<file path="config.mk">
export PLATFORM = sky130hd
export DESIGN_NAME = apb_multi_slave_bridge
export DESIGN_NICKNAME = d
export VERILOG_FILES = /design/src/rtl/apb_multi_slave_bridge.sv
export SDC_FILE = /design/constraint.sdc
export NUM_CORES = 1
export LEC_CHECK = 0
export ABC_AREA = 1
export ABC_CLOCK_PERIOD_IN_PS = 2200
export BUFFER_PORTS_ARGS = -buffer_cell sky130_fd_sc_hd__buf_2
export CAP_MARGIN = 20
export CORE_UTILIZATION = 30
export CTS_BUF_LIST = sky130_fd_sc_hd__clkbuf_16
export DETAILED_ROUTE_END_ITERATION = 16
export GPL_TIMING_DRIVEN = 0
export HOLD_SLACK_MARGIN = 0.1
export PLACE_DENSITY = 0.7
export SYNTH_ARGS = -nofsm -noshare
export SYNTH_HDL_FRONTEND = slang
export SYNTH_SLANG_ARGS = --single-unit
</file>
<file path="constraint.sdc">
create_clock -name apb_clk -period 2.2 [get_ports apb_clk]
set_clock_uncertainty 0.1 [all_clocks]
set_input_delay 0.33 -clock apb_clk [delete_from_list [all_inputs] [get_ports apb_clk]]
set_output_delay 0.33 -clock apb_clk [all_outputs]
set_load 0.005 [all_outputs]
</file>
<file path="src/rtl/apb_multi_slave_bridge.sv">
// apb_multi_slave_bridge: APB decoder/mux fanning one master out to NUM_SLV slaves
// with native or generated ready, per-transfer timeout and a saturating error counter
module apb_multi_slave_bridge #(
  parameter int         NUM_SLV    = 2,
  parameter int         ADDR_W     = 19,
  parameter int         DATA_W     = 32,
  parameter int         SEL_LSB    = 17,
  parameter int         SEL_W      = 1,
  parameter logic [7:0] NATIVE_RDY = 8'h01,
  parameter int         RD_WAIT    = 2,
  parameter int         WR_WAIT    = 0,
  parameter int         TIMEOUT    = 255
) (
  input  logic                      apb_clk,
  input  logic                      apb_rst_n,
  input  logic [ADDR_W-1:0]         apb_paddr,
  input  logic                      apb_psel,
  input  logic                      apb_penable,
  input  logic                      apb_pwrite,
  input  logic [DATA_W-1:0]         apb_pwdata,
  output logic                      apb_pready,
  output logic [DATA_W-1:0]         apb_prdata,
  output logic                      apb_pslverr,
  output logic [ADDR_W-1:0]         slv_paddr,
  output logic                      slv_pwrite,
  output logic                      slv_penable,
  output logic [DATA_W-1:0]         slv_pwdata,
  output logic [NUM_SLV-1:0]        slv_psel,
  input  logic [NUM_SLV*DATA_W-1:0] slv_prdata,
  input  logic [NUM_SLV-1:0]        slv_pready,
  input  logic [NUM_SLV-1:0]        slv_pslverr,
  output logic [7:0]                err_cnt
);
  localparam int CW = $clog2(TIMEOUT + 1);
  localparam logic [1:0] IDLE = 2'd0, ACCESS = 2'd1, ERR = 2'd2;
  logic [1:0] state_q, state_d;
  logic [SEL_W-1:0] idx_q, idx_d, idx_in, idx_cur;
  logic wr_q, wr_d;
  logic [CW-1:0] cnt_q, cnt_d;
  logic [7:0] err_q, err_d;
  logic in_idle, in_acc, in_err, setup, xfer, native, rdy_n, err_n, rdy_raw, to_hit, err_evt, sel_en, sel_any;
  logic [DATA_W-1:0] rd_n;

  assign idx_in  = apb_paddr[SEL_LSB +: SEL_W];
  assign in_idle = state_q == IDLE;
  assign in_acc  = state_q == ACCESS;
  assign in_err  = state_q == ERR;
  assign setup   = apb_psel & ~apb_penable;
  assign xfer    = apb_psel & apb_penable;
  assign idx_cur = in_idle ? idx_in : idx_q;

  always_comb begin
    native = 1'b0;
    rdy_n  = 1'b0;
    err_n  = 1'b0;
    rd_n   = '0;
    for (int i = 0; i < NUM_SLV; i++)
      if (idx_q == SEL_W'(i)) begin
        native = NATIVE_RDY[i];
        rdy_n  = slv_pready[i];
        err_n  = slv_pslverr[i];
        rd_n   = slv_prdata[i*DATA_W +: DATA_W];
      end
  end

  // one counter serves as both wait and timeout count: both start at 0 and advance together
  assign rdy_raw     = native ? rdy_n : cnt_q == CW'(wr_q ? WR_WAIT : RD_WAIT);
  assign to_hit      = in_acc & xfer & ~rdy_raw & (cnt_q == CW'(TIMEOUT));
  assign apb_pready  = (in_acc & xfer & (rdy_raw | to_hit)) | (in_err & xfer);
  assign apb_pslverr = (in_acc & xfer & (to_hit | (native & rdy_n & err_n))) | (in_err & xfer);
  assign apb_prdata  = (in_acc & xfer & rdy_raw & ~wr_q) ? rd_n : '0;
  assign err_evt     = to_hit | (in_err & xfer);

  // reset gates selects so they drop asynchronously even if the master holds psel
  assign sel_en = apb_rst_n & apb_psel & (in_idle ? ~apb_penable : in_acc & ~to_hit);

  always_comb begin
    slv_psel = '0;
    for (int i = 0; i < NUM_SLV; i++)
      slv_psel[i] = sel_en & (idx_cur == SEL_W'(i));
  end

  assign sel_any     = |slv_psel;
  assign slv_paddr   = sel_any ? apb_paddr : '0;
  assign slv_pwdata  = sel_any ? apb_pwdata : '0;
  assign slv_pwrite  = sel_any & apb_pwrite;
  assign slv_penable = sel_any & apb_penable;
  assign err_cnt     = err_q;

  always_comb begin
    state_d = in_idle ? (setup ? (int'(idx_in) < NUM_SLV ? ACCESS : ERR) : IDLE)
                      : ((~apb_psel | apb_pready) ? IDLE : state_q);
    idx_d   = (in_idle & setup) ? idx_in : idx_q;
    wr_d    = (in_idle & setup) ? apb_pwrite : wr_q;
    cnt_d   = (in_acc & xfer & ~apb_pready) ? cnt_q + CW'(1) : '0;
    err_d   = (err_evt & ~&err_q) ? err_q + 8'd1 : err_q;
  end

  always_ff @(posedge apb_clk or negedge apb_rst_n)
    if (!apb_rst_n) begin
      state_q <= IDLE;
      idx_q   <= '0;
      wr_q    <= 1'b0;
      cnt_q   <= '0;
      err_q   <= '0;
    end else begin
      state_q <= state_d;
      idx_q   <= idx_d;
      wr_q    <= wr_d;
      cnt_q   <= cnt_d;
      err_q   <= err_d;
    end
endmodule

</file>
==> summary.txt <==
Clocking
  – H-tree depth: 1
  – CTS tree: done
  – Clk_lat worst skew: 250 ps
  – CTS root buf: clkbuf_16
  – CTS clk-pin slew, worst paths: 50 ps
  – CTS buffer count: 3
  – Bufs on Longest Clock Path: 2
  – Total clock sinks: 19

Routing
  – Vias per cell: 4.62
  – DRC errors left: 0
  – DR pass1 iterations: 4
  – First DRT Iteration DRCs: 124
  – Top Metal Used: met4
  – Post-route ant nets: 0
  – Drt wl/cell: 14.3 microns
  – WL met2: 5.63 mm
  – DR vias: 3,367
  – M1 WL: 4.03 mm
  – WL met3: 543 microns
  – Post-Route WL: 10.4 mm

Synth
  – Post-synthesis simple-gate area fraction: 41.8%
  – #FFs+latches synth: 19
  – Commonest cells post-synth: 106 x nand2_1, 80 x inv_1, 72 x nor2_1
  – Avg Cell Area, Syn: 5.51 sq um
  – Dominant synthesized flop cell: dfrtp_1
  – Most area-consuming cells after synthesis: dfrtp_1 23%, nand2_1 19%, inv_1 14%
  – Number of synthesized flops with an enable pin: 0
  – Post-synthesis compound-gate area fraction: 11.8%
  – Most numerous cell in the Yosys netlist: nand2_1
  – Post-synthesis sequential area ratio: 22.6%
  – Mapped Nets: 508
  – Synth Area in Adders: 1.19%
  – Mux cell area share after synthesis: 0%
  – Mapped cell area: 2100 sq um
  – Share of the synthesized area in the top cell type: 22.6%
  – Cell taking the most area after synthesis: dfrtp_1
  – Yosys cell types: 25
  – Syn Inst Count: 382
  – Ys async rst share: 100%
  – Synth warn: 0
  – XOR/XNOR Fraction of Synth Area: 2.91%
  – Main combinational cell family by area after synthesis: simple AND/OR/NAND/NOR gates

Finish
  – Area grow syn2layout: 101%
  – Fillers: 634
  – Antenna cells: 0
  – Layout cell share with drive strength beyond 1: 56.6%
  – Nets: 760
  – Non-filler cells, final: 729
  – Final instance area: 4220 sq um

Timing
  – Setup TNS Final: -542 ps
  – Slew HR: 43.0%
  – Final-report max-slew violation count: 0
  – Max Clk Rate: 0.447 GHz
  – RSZ-0062 raised after global routing: yes
  – Setup violators final: 41
  – Final Critical Period: 2240 ps
  – Fin. Hold Viols: 0
  – Final hold slack: 274 ps
  – Final period util: 102%
  – Worst slew pin tran: 852 ps
  – Worst setup margin: -35.9 ps

Placement
  – Placed instance area: 3310 sq um
  – RePlAce Congestion: 0.904
  – Placed cell count: 696
  – Detailed Place HPWL: 7.46 mm
  – Port Buf Inserts: 218

Power
  – VDD IR-drop max: 0.192 mV
  – Leak pwr: 2.49 nW
  – Power per Cell Area: 331 nW/um^2

Floorplan
  – Row count: 30
  – Die area: 7350 sq um
  – Core ar.: 6790 sq um
  – Die width: 85.7 microns
  – Starting Density: 31.0%
  – Die height: 85.7 microns
  – # IOs: 221

Run status
  – Failing checks: negative setup slack
  – Status: complete, but fails checks

Setup path
  – Critical Path AT: 1810 ps
  – WP data required: 1770 ps
  – Crit Path Class: flip-flop to output pin
  – CP Launch Type: flip-flop
  – Max FO, Critical Path: 5
  – Crit end category: output pin

Min path
  – Worst hold-check path type: input port to flip-flop

GRT
  – GRT overflow: 0
  – First-pass GRT wire length: 13.9 mm
  – Vias in the first global route: 2,808
  – GRT Overall Usage: 23.9%
  – Largest net degree at the start of global routing: 20
  – Initial antenna violation count: 0

Run
  – Number of max-cap violations: 0
## per-stage QoR
stage	utilization, %	total power, mW	worst slack [ps]
final	62.1	1.40	-35.9
after global routing	62.1	1.47	-112
after CTS	54.8	1.29	1.24
after detailed placement	48.8	0.843	3.67
after global placement	48.8	0.835	56.0
after floorplan	-	0.619	465
## repair_timing
action | 4_1_cts | 5_1_grt
hold endpoints to repair | 19 | 0
buffers inserted | 12 | 6
endpoints found under the setup margin | 81 | 86
cloned | 7 | 3
resized for setup | 43 | 114
pin swaps | 6 | 16
hold buffers | 1 | 0
## per-layer routing
metal / vias up / track usage, %
met1: 1560 / 27.3
li1: 1640 / -
met4: 0 / 6.06
met2: 144 / 45.6
met5: - / 0
met3: 23 / 4.33
## logic make-up (layout without fill, tap and decap cells)
group,Yosys count,after routing
fa+ha+maj,2,2
simple gates,210,212
compound gates,46,46
xor+xnor,7,7
flops,19,19
buf+inv,98,347
## sequential cells by signal, indices dropped and copies added, names as in the netlist
name / flops
state_q: 1
wr_q: 1
idx_q: 1
err_cnt: 8
cnt_q: 8
## path summary, 6_finish.rpt
check                            from              to  slack (ps)  cells past startpoint
setup / recovery                 wr_q  slv_pwdata[14]         -40                     10
hold / removal               apb_psel      state_q[0]         270                      3
setup reg to reg           err_cnt[0]      err_cnt[1]         430                      8
hold reg to reg              cnt_q[0]        cnt_q[0]         410                      1
max in group asynchronous   apb_rst_n        cnt_q[1]         640                      2
min in group asynchronous   apb_rst_n        cnt_q[7]         780                      2
## cells in the final DEF (no fill, tap or decap), drive strengths merged
master       synthesis  final
inv                 83     84
o21ai                5      5
ha                   2      2
xor2                 7      7
a21oi               35     35
or2                  1      1
o21bai               5      5
nor2                75     75
dfrtp               19     19
nand2              110    110
dlygate4sd3          0      1
nand3               17     19
nor3                 4      4
nand4                3      3
buf                  9    252
clkbuf               6     10
a21boi               1      1
## power breakdown
part / internal [mW] / switching, mW / leakage, nW
Sequential: 0.359 / 0.0120 / 0.226
Combinational: 0.280 / 0.377 / 2.22
Clock: 0.242 / 0.129 / 0.0423
Total: 0.880 / 0.517 / 2.49
## worst max-delay path: stages, from the launching register on
cell,delay [ps]
dfrtp_1,480
inv_2,70
nand2_1,90
nand2_2,60
nor2_4,100
a21oi_4,80
nand2_4,110
nand3_4,150
buf_6,190
nor2_1,100
buf_2,120
## area by class of cell
| type | instances | area, sq um | share of cell area, % |
|---|---|---|---|
| tap | 96 | 120 | 2.85 |
| timing repair buffer | 245 | 1430 | 33.9 |
| clock buffer | 3 | 75.1 | 1.78 |
| buffer | 15 | 139 | 3.29 |
| inverter | 83 | 314 | 7.44 |
| clock inverter | 1 | 3.75 | 0.0890 |
| sequential | 19 | 478 | 11.3 |
| multi-input combinational | 267 | 1660 | 39.3 |
(Power assumes the default switching activity.)
